**config.mk**
```make
export PLATFORM = sky130hd
export DESIGN_NAME = rc4_key_search_ctrl
export DESIGN_NICKNAME = d
export VERILOG_FILES = /design/src/rtl/rc4_key_search_ctrl_pkg.sv /design/src/rtl/rc4_key_search_ctrl_s_port_mux.sv /design/src/rtl/rc4_key_search_ctrl.sv
export SDC_FILE = /design/constraint.sdc
export NUM_CORES = 1
export LEC_CHECK = 0
export BUFFER_PORTS_ARGS = -buffer_cell sky130_fd_sc_hd__buf_4
export CAP_MARGIN = 25
export CORE_MARGIN = 3
export CORE_UTILIZATION = 50
export DETAILED_ROUTE_END_ITERATION = 7
export GPL_ROUTABILITY_DRIVEN = 1
export HOLD_SLACK_MARGIN = 0.06
export PLACE_DENSITY_LB_ADDON = 0.05
export SLEW_MARGIN = 0
export SYNTH_ARGS = -nofsm -noshare
export SYNTH_HDL_FRONTEND = slang
export SYNTH_SLANG_ARGS = --single-unit
```
**constraint.sdc**
```tcl
create_clock -name clk -period 3.5 [get_ports clk]
set_clock_uncertainty 0.15 [all_clocks]
set_input_delay 0.175 -clock clk [delete_from_list [all_inputs] [get_ports clk]]
set_output_delay 0.175 -clock clk [all_outputs]
set_load 0.05 [all_outputs]
```
**src/rtl/rc4_key_search_ctrl_pkg.sv**
```systemverilog
// Shared types for the RC4 key-search controller: FSM states, S-RAM phase
// select and default widths.
package key_search_pkg;

    localparam int unsigned KEY_W_DEF  = 24;
    localparam int unsigned ADDR_W_DEF = 8;
    localparam int unsigned DATA_W_DEF = 8;

    typedef enum logic [3:0] {
        S_IDLE,
        S_INIT_GO,
        S_INIT_WAIT,
        S_KSA_GO,
        S_KSA_WAIT,
        S_DEC_GO,
        S_DEC_WAIT,
        S_NEXT_KEY,
        S_FOUND,
        S_EXHAUSTED,
        S_ABORTED
    } state_t;

    typedef enum logic [1:0] {
        PH_NONE,
        PH_INIT,
        PH_KSA,
        PH_DEC
    } phase_t;

endpackage

```
**src/rtl/rc4_key_search_ctrl_s_port_mux.sv**
```systemverilog
// Combinational 3:1 mux handing the single S-RAM port to the active phase
// engine; with no phase selected the port is idle and cannot write.
module s_port_mux
    import key_search_pkg::*;
#(
    parameter int unsigned ADDR_W = ADDR_W_DEF,
    parameter int unsigned DATA_W = DATA_W_DEF
) (
    input  phase_t            phase,
    input  logic [ADDR_W-1:0] init_addr,
    input  logic [DATA_W-1:0] init_data,
    input  logic              init_wren,
    input  logic [ADDR_W-1:0] ksa_addr,
    input  logic [DATA_W-1:0] ksa_data,
    input  logic              ksa_wren,
    input  logic [ADDR_W-1:0] dec_addr,
    input  logic [DATA_W-1:0] dec_data,
    input  logic              dec_wren,
    output logic [ADDR_W-1:0] s_addr,
    output logic [DATA_W-1:0] s_data,
    output logic              s_wren
);

    always_comb begin
        s_addr = '0;
        s_data = '0;
        s_wren = 1'b0;
        case (phase)
            PH_INIT: begin
                s_addr = init_addr;
                s_data = init_data;
                s_wren = init_wren;
            end
            PH_KSA: begin
                s_addr = ksa_addr;
                s_data = ksa_data;
                s_wren = ksa_wren;
            end
            PH_DEC: begin
                s_addr = dec_addr;
                s_data = dec_data;
                s_wren = dec_wren;
            end
            default: begin
                s_addr = '0;
                s_data = '0;
                s_wren = 1'b0;
            end
        endcase
    end

endmodule

```
**src/rtl/rc4_key_search_ctrl.sv**
```systemverilog
// RC4 brute-force key-search sequencer: walks KEY_START..KEY_LIMIT by KEY_STRIDE,
// running init/KSA/decrypt engines per key. KEY_SEARCH_PERF_EN adds perf counters.
module rc4_key_search_ctrl
    import key_search_pkg::*;
#(
    parameter int unsigned       KEY_W      = KEY_W_DEF,
    parameter int unsigned       ADDR_W     = ADDR_W_DEF,
    parameter int unsigned       DATA_W     = DATA_W_DEF,
    parameter logic [KEY_W-1:0]  KEY_START  = '0,
    parameter logic [KEY_W-1:0]  KEY_LIMIT  = KEY_W'(24'h3FFFFF),
    parameter int unsigned       KEY_STRIDE = 1
) (
    input  logic              clk,
    input  logic              reset,
    input  logic              go,
    input  logic              stop,
    output logic              init_start,
    output logic              ksa_start,
    output logic              dec_start,
    input  logic              init_done,
    input  logic              ksa_done,
    input  logic              dec_done,
    input  logic              dec_valid,
    input  logic [ADDR_W-1:0] init_addr,
    input  logic [DATA_W-1:0] init_data,
    input  logic              init_wren,
    input  logic [ADDR_W-1:0] ksa_addr,
    input  logic [DATA_W-1:0] ksa_data,
    input  logic              ksa_wren,
    input  logic [ADDR_W-1:0] dec_addr,
    input  logic [DATA_W-1:0] dec_data,
    input  logic              dec_wren,
    output logic [ADDR_W-1:0] s_addr,
    output logic [DATA_W-1:0] s_data,
    output logic              s_wren,
    output logic [KEY_W-1:0]  secret_key,
    output logic              busy,
    output logic              found,
    output logic              exhausted,
    output logic              aborted
`ifdef KEY_SEARCH_PERF_EN
    ,
    output logic [31:0]       cycle_count,
    output logic [KEY_W-1:0]  keys_tried
`endif
);

    localparam logic [KEY_W:0] STRIDE_EXT        = (KEY_W+1)'(KEY_STRIDE);
    localparam logic           START_ABOVE_LIMIT = (KEY_START > KEY_LIMIT);

    state_t          state;
    phase_t          phase;
    logic            valid_lat;
    logic            stop_pend;
    logic [KEY_W:0]  next_key;
    logic            next_over;

    // The extra top bit catches wrap-around when the stride crosses 2**KEY_W.
    assign next_key  = {1'b0, secret_key} + STRIDE_EXT;
    assign next_over = next_key[KEY_W] | (next_key[KEY_W-1:0] > KEY_LIMIT);

    always_ff @(posedge clk) begin
        if (reset) begin
            state      <= S_IDLE;
            secret_key <= KEY_START;
            init_start <= 1'b0;
            ksa_start  <= 1'b0;
            dec_start  <= 1'b0;
            busy       <= 1'b0;
            found      <= 1'b0;
            exhausted  <= 1'b0;
            aborted    <= 1'b0;
            valid_lat  <= 1'b0;
            stop_pend  <= 1'b0;
        end else begin
            init_start <= 1'b0;
            ksa_start  <= 1'b0;
            dec_start  <= 1'b0;
            if (busy && stop) begin
                stop_pend <= 1'b1;
            end
            case (state)
                S_IDLE: begin
                    if (go) begin
                        secret_key <= KEY_START;
                        found      <= 1'b0;
                        exhausted  <= 1'b0;
                        aborted    <= 1'b0;
                        valid_lat  <= 1'b0;
                        stop_pend  <= 1'b0;
                        if (START_ABOVE_LIMIT) begin
                            state     <= S_EXHAUSTED;
                            exhausted <= 1'b1;
                        end else begin
                            state      <= S_INIT_GO;
                            init_start <= 1'b1;
                            busy       <= 1'b1;
                        end
                    end
                end
                S_INIT_GO: state <= S_INIT_WAIT;
                S_INIT_WAIT: begin
                    if (init_done) begin
                        state     <= S_KSA_GO;
                        ksa_start <= 1'b1;
                    end
                end
                S_KSA_GO: state <= S_KSA_WAIT;
                S_KSA_WAIT: begin
                    if (ksa_done) begin
                        state     <= S_DEC_GO;
                        dec_start <= 1'b1;
                    end
                end
                S_DEC_GO: state <= S_DEC_WAIT;
                S_DEC_WAIT: begin
                    if (dec_done) begin
                        valid_lat <= dec_valid;
                        state     <= S_NEXT_KEY;
                    end
                end
                S_NEXT_KEY: begin
                    // A hit outranks a pending stop so a winning key is never lost.
                    if (valid_lat) begin
                        state <= S_FOUND;
                        found <= 1'b1;
                        busy  <= 1'b0;
                    end else if (stop_pend) begin
                        state   <= S_ABORTED;
                        aborted <= 1'b1;
                        busy    <= 1'b0;
                    end else if (next_over) begin
                        state     <= S_EXHAUSTED;
                        exhausted <= 1'b1;
                        busy      <= 1'b0;
                    end else begin
                        secret_key <= next_key[KEY_W-1:0];
                        state      <= S_INIT_GO;
                        init_start <= 1'b1;
                    end
                end
                default: state <= state;
            endcase
        end
    end

    always_comb begin
        phase = PH_NONE;
        case (state)
            S_INIT_GO, S_INIT_WAIT: phase = PH_INIT;
            S_KSA_GO,  S_KSA_WAIT:  phase = PH_KSA;
            S_DEC_GO,  S_DEC_WAIT:  phase = PH_DEC;
            default:                phase = PH_NONE;
        endcase
    end

    s_port_mux #(
        .ADDR_W (ADDR_W),
        .DATA_W (DATA_W)
    ) u_s_port_mux (
        .phase     (phase),
        .init_addr (init_addr),
        .init_data (init_data),
        .init_wren (init_wren),
        .ksa_addr  (ksa_addr),
        .ksa_data  (ksa_data),
        .ksa_wren  (ksa_wren),
        .dec_addr  (dec_addr),
        .dec_data  (dec_data),
        .dec_wren  (dec_wren),
        .s_addr    (s_addr),
        .s_data    (s_data),
        .s_wren    (s_wren)
    );

`ifdef KEY_SEARCH_PERF_EN
    always_ff @(posedge clk) begin
        if (reset) begin
            cycle_count <= '0;
            keys_tried  <= '0;
        end else if (state == S_IDLE && go) begin
            cycle_count <= '0;
            keys_tried  <= '0;
        end else begin
            if (busy && cycle_count != '1) begin
                cycle_count <= cycle_count + 32'd1;
            end
            if (state == S_NEXT_KEY) begin
                keys_tried <= keys_tried + KEY_W'(1);
            end
        end
    end
`endif

endmodule

```
Yosys cells after proc, flatten, opt, wreduce, memory -nomap -nowiden

Index checks and enable logic that the tools add are counted.

Add/subtract/negate cells: 1
$lt $le $gt $ge: 1
Equal/unequal tests: 21
Multiplexer cells: 44
Bitwise gates (word level): 3
Reductions and logical operators: 17

Operators by type and width:

| cell                  | count |
|---|---|
| $mux 24               | 4 |
| $pmux 24 s2           | 1 |
| $pmux 8 s3            | 2 |
| $pmux 4 s8            | 1 |
| $mux 4                | 7 |
| $add 24x1->25 const B | 1 |
| $gt 24x22->1 const B  | 1 |
| $mux 1                | 21 |
| $ne 2x2->1 const B    | 10 |
| $eq 4x3->1 const B    | 4 |
| $reduce_and 5->1      | 3 |
| $pmux 1 s2            | 6 |
| $reduce_or 2->1       | 5 |
| $reduce_and 3->1      | 3 |
| $eq 4x2->1 const B    | 2 |
| $reduce_bool 8->1     | 1 |
| $pmux 2 s3            | 1 |
| $eq 2x2->1 const B    | 2 |
| $eq 4x1->1 const B    | 1 |
| $logic_not 4->1       | 1 |
| $ne 4x4->1 const B    | 1 |
| $reduce_and 4->1      | 1 |
| $reduce_bool 2->1     | 2 |
| $pmux 1 s3            | 1 |
| other kinds (4)       | 5 |

Register bits: 37
Bits of input ports: 59
Output and inout port bits: 48
Logic and storage cells: 98

Logic depth before layout (Yosys ltp)

Depth after elaboration: 7
Depth in mapped cells: 9
Gate-level depth less buffers: 7

Modules after synthesis

From an unflattened synthesis, not the netlist that was laid out.

Cells, all modules: 263
Area total of the unflattened synthesis: 2354.8 µm²

Modules (own cells, without submodules):

| module              | times used | cells an instance | area each (µm²) |
|---|---|---|---|
| rc4_key_search_ctrl | 1          | 222               | 1900.6 |
| s_port_mux          | 1          | 41                | 454.2 |

Worst setup path after synthesis

No wires, ideal clock.

Path type: register to register
Start: register secret_key[1]
End: register secret_key[18]
Library setup time: 0.119 ns
Arrival: 2.320 ns
Required time: 3.231 ns
Slack: 0.911 ns
Stages on the path, launching flop included: 10
Buffers on the path: 2
Path through: dfxtp_1 -> ha_1 -> and3_1 -> clkbuf_1 -> nand3_1 -> or2_2 -> clkbuf_1 -> nor3_1 -> nand2_1 -> o221a_2

Cells in the longest elaborated chain, start to end: 5
Elaborated cells on any way between the ends: 9

Ends and longest elaborated chain:

| what                                                      | RTL line                                              | text |
|---|---|---|
| start: declaration                                        | rc4_key_search_ctrl.sv:36                             | `output logic [KEY_W-1:0] secret_key,` |
| start signal: assignment                                  | rc4_key_search_ctrl.sv:137                            | `secret_key <= next_key[KEY_W-1:0];` |
| $add 24x1->25 (*)                                         | rc4_key_search_ctrl.sv:59                             | `assign next_key = {1'b0, secret_key} + STRIDE_EXT;` |
| $gt 24x22->1 or $mux 24 (tied branches)                   | rc4_key_search_ctrl.sv:60, rc4_key_search_ctrl.sv:132 |  |
| $or 1x1->1 or $mux 24 (tied branches)                     | rc4_key_search_ctrl.sv:60, rc4_key_search_ctrl.sv:128 |  |
| $ne 2x2->1 (no line) or $mux 24 (tied branches)           | --                                                    |  |
| $reduce_and 5->1 (no line) or $pmux 24 s2 (tied branches) | --                                                    |  |

Every way passes the cells marked *; elsewhere a longest branch is shown, timed or not. The select of a mux whose other input is x is not followed.
A chain may end at the register's enable or synchronous reset.

Worst setup path after layout

Start: register state[0]
End: output s_data[4]

Cells in the longest elaborated chain, start to end: 5
Elaborated cells on any way between the ends: 14

Ends and longest elaborated chain:

| what                                     | RTL line                             | text |
|---|---|---|
| start: declaration                       | rc4_key_search_ctrl.sv:51            | `state_t state;` |
| start signal: assignment                 | rc4_key_search_ctrl.sv:142           | `default: state <= state;` |
| $eq 4x3->1, or another cell as far along | rc4_key_search_ctrl.sv:149           | `case (state)` |
| $reduce_or 2->1                          | rc4_key_search_ctrl.sv:149           |  |
| $pmux 2 s3 (*)                           | rc4_key_search_ctrl.sv:149           |  |
| $eq 2x2->1 or $eq 2x1->1 (tied branches) | rc4_key_search_ctrl_s_port_mux.sv:28 | `case (phase)` |
| $pmux 8 s3 (*)                           | rc4_key_search_ctrl_s_port_mux.sv:28 |  |
| end: declaration                         | rc4_key_search_ctrl.sv:34            | `output logic [DATA_W-1:0] s_data,` |

Every way passes the cells marked *; elsewhere a longest branch is shown, timed or not.

==> results.yml <==
final_layout:
  fillers: 327
  areaGrowthSynthToFinish_pct: 41.4
  design.final.nets: 455
  layout_commonest_cell: "sky130_fd_sc_hd__buf_4"
  mostFrequentLayoutCells: "110 x sky130_fd_sc_hd__buf_4, 45 x sky130_fd_sc_hd__nor2_1, 37 x sky130_fd_sc_hd__dfxtp_1, 29 x sky130_fd_sc_hd__nand2_1"
  insertedDiodeCount: 0
  final_core_util_pct: 76.0
  post_layout_nonfiller_instances: 444
  drive_gt1_share_pct: 32.5
synth:
  syn-cell-area_mm2: 0.00223
  warnings_synthesis: 0
  synth_async_sr_flop_share_pct: 0
  synthFlopType: "sky130_fd_sc_hd__dfxtp_1"
  ys_types: 51
  synthCells: 293
  ys_seq_elements: 37
  number_of_synthesized_flops_with_an_enable_pin: 0
  syn_nets: 354
  synth.avg_cell_area_um2: 7.61
  ys_seq_area_share_pct: 33.2
floorplanning:
  io_count: 107
  initial_core_util_pct: 53.8
  floorplan.core_area_mm2: 0.00414
  rows: 23
  die-height_um: 72.8
  die_area_mm2: 0.00529
  die_w_um: 72.8
drt:
  drt-wirelength-per-cell_um: 16.5
  drt_pass_1_iters: 6
  viasPerCell: 6.13
  detail_route.drc_violations: 0
  initial_drc_count: 265
  postRouteWirelength_mm: 7.33
  num_vias: 2723
  ant_nets: 0
critical_path:
  timing.critical_path.to_type: "output port"
  timing.setup.critical_path_class: "register to output port"
  timing.critical_path.from_type: "register"
  required_ps: 3170
  crit_path_max_fanout: 18
  cp_data_arrival_time_ps: 2240
clock_network:
  clk_root_buffer_cell: "sky130_fd_sc_hd__clkbuf_8"
  clk_path_buf_depth: 2
  clk_pin_slew_worst_paths_ps: 70
  cts_resized: 0
  tritoncts_num_sinks: 37
  clock_tree.htree_level_count: 2
  cts_post_setup_buffers_inserted: 0
  numCtsBuffers: 5
  tritoncts_clock_tree: "done"
  insertion_delay_ps: 280
power:
  powerDensity_mw_per_mm2: 668
  cellLeakagePower_nw: 1.31
  maximum_resistive_drop_on_vdd_mv: 0.453
timing:
  worstMarginPinSlew_ps: 602
  period_share_pct: 73.2
  slew_headroom_pct: 59.5
  setup_repair_after_global_routing_missed_its_margin: "false"
  maxClockFrequency_mhz: 391
  timing.final.hold_violations: 0
  final-setup-viol-count: 0
  finalMaxSlewViolations: 0
  finalWorstPathRequiredPeriod_ps: 2560
  finalHoldWorstSlack_ps: 88.7
  fin_tns_setup_ps: 0
global_routing:
  grt_pass1_vias: 2439
  grt_remaining_overflow: 0
  grt_pass1_wl_mm: 11.4
  grtUsageTotal_pct: 26.5
  number_of_antenna_violations_at_the_first_check_in_global_routing: 0
  grt_max_degree: 19
outcome:
  status: "complete, no violations"
placement:
  port_buffers: 106
  dp.final_hpwl_mm: 5.32
  place_congestion: 0.860
  place.detailed.instances: 431
run:
  maxCapViolCount: 0
hold_path:
  holdCritPathClass: "input port to register"
cells by family after synthesis:
group                    share of synthesized area [%]
AND/OR/NAND/NOR                                   32.1
AO/OA/AOI/OAI                                     25.3
flip-flops                                        33.2
adder cells (fa/ha/maj)                           1.12
XOR/XNOR                                         0.393
multiplexers                                      1.46
buffers and inverters                             6.40
sequential cells by signal, indices dropped and copies added, names as in the netlist:
register / count
dec_start: 1
valid_lat: 1
exhausted: 1
state: 4
ksa_start: 1
aborted: 1
init_start: 1
stop_pend: 1
found: 1
busy: 1
secret_key: 24
layout make-up:
| cell class | count | area, µm² | area share (%) |
|---|---|---|---|
| clock buffer | 7 | 86.3 | 2.74 |
| inverter | 8 | 30.0 | 0.953 |
| multi-input combinational | 226 | 1350 | 42.7 |
| sequential | 37 | 741 | 23.5 |
| tap | 50 | 62.6 | 1.99 |
| timing repair buffer | 116 | 886 | 28.1 |
stage by stage:
step / setup WS, ps / total power [mW] / area (µm²)
after detailed placement: 1060 / 1.80 / 3000
after global routing: 776 / 2.20 / 3150
final: 939 / 2.10 / 3150
after CTS: 962 / 2.10 / 3150
after floorplan: 911 / 1.45 / 2230
after global placement: 1130 / 1.78 / 3000
what timing repair did:
item	CTS	global route
hold buffers	6	0
hold endpoints to repair	11	0
endpoints found under the setup margin	0	0
cell usage after synthesis (2+ instances only):
cell                       number  area [µm²]
sky130_fd_sc_hd__nor2_1        45         169
sky130_fd_sc_hd__dfxtp_1       37         741
sky130_fd_sc_hd__nand2_1       29         109
sky130_fd_sc_hd__a21oi_1       17        85.1
sky130_fd_sc_hd__a222oi_1      17         170
sky130_fd_sc_hd__nand3_1       17        85.1
sky130_fd_sc_hd__a31oi_1       15        93.8
sky130_fd_sc_hd__clkbuf_1      15        56.3
sky130_fd_sc_hd__nor3_1        10        50.1
sky130_fd_sc_hd__inv_1          8        30.0
sky130_fd_sc_hd__nand4_1        7        43.8
sky130_fd_sc_hd__o21ai_0        7        35.0
sky130_fd_sc_hd__and3_1         6        37.5
sky130_fd_sc_hd__nand2b_1       4        25.0
sky130_fd_sc_hd__a211oi_1       3        22.5
sky130_fd_sc_hd__a21boi_1       3        22.5
sky130_fd_sc_hd__buf_2          3        15.0
sky130_fd_sc_hd__buf_6          3        33.8
sky130_fd_sc_hd__nand3b_1       3        22.5
sky130_fd_sc_hd__or2_2          3        18.8
sky130_fd_sc_hd__a311oi_1       2        17.5
sky130_fd_sc_hd__a32oi_1        2        17.5
sky130_fd_sc_hd__a41oi_1        2        17.5
sky130_fd_sc_hd__and2_1         2        12.5
sky130_fd_sc_hd__and4_1         2        17.5
sky130_fd_sc_hd__ha_1           2        25.0
sky130_fd_sc_hd__nor4_1         2        12.5
sky130_fd_sc_hd__o31ai_1        2        15.0
sky130_fd_sc_hd__or3_1          2        12.5
sky130_fd_sc_hd__or4_1          2        15.0
final timing paths:
check,from,to,slack (ps),cells past startpoint
min reg2reg,aborted,aborted,320,2
min,dec_done,valid_lat,90,4
max reg2reg,secret_key[1],secret_key[12],980,7
max,state[0],s_data[4],940,5
metal layers:
metal,track usage (%),wire [µm],up-vias,share of wire (%)
met4,7.17,126,0,1.7
met1,33.9,2990,1253,41
li1,-,-,1310,-
met2,45.2,3600,140,49
met3,5.23,613,20,8.4
met5,0,0,-,0
where the power goes:
| group | switching [mW] | internal (mW) | leakage (nW) | total, mW |
|---|---|---|---|---|
| Combinational | 0.889 | 0.422 | 0.966 | 1.31 |
| Clock | 0.142 | 0.156 | 0.0443 | 0.299 |
| Sequential | 0.0460 | 0.449 | 0.299 | 0.495 |
| Total | 1.08 | 1.03 | 1.31 | 2.10 |
worst max-delay path, stage by stage (launching register included):
cell and delay [ps]:
sky130_fd_sc_hd__dfxtp_1 570, sky130_fd_sc_hd__xnor2_1 170, sky130_fd_sc_hd__or2_2 460, sky130_fd_sc_hd__a222oi_1 440, sky130_fd_sc_hd__nor2_1 80, sky130_fd_sc_hd__buf_4 210
No activity file was read; power rests on OpenSTA's default activity.
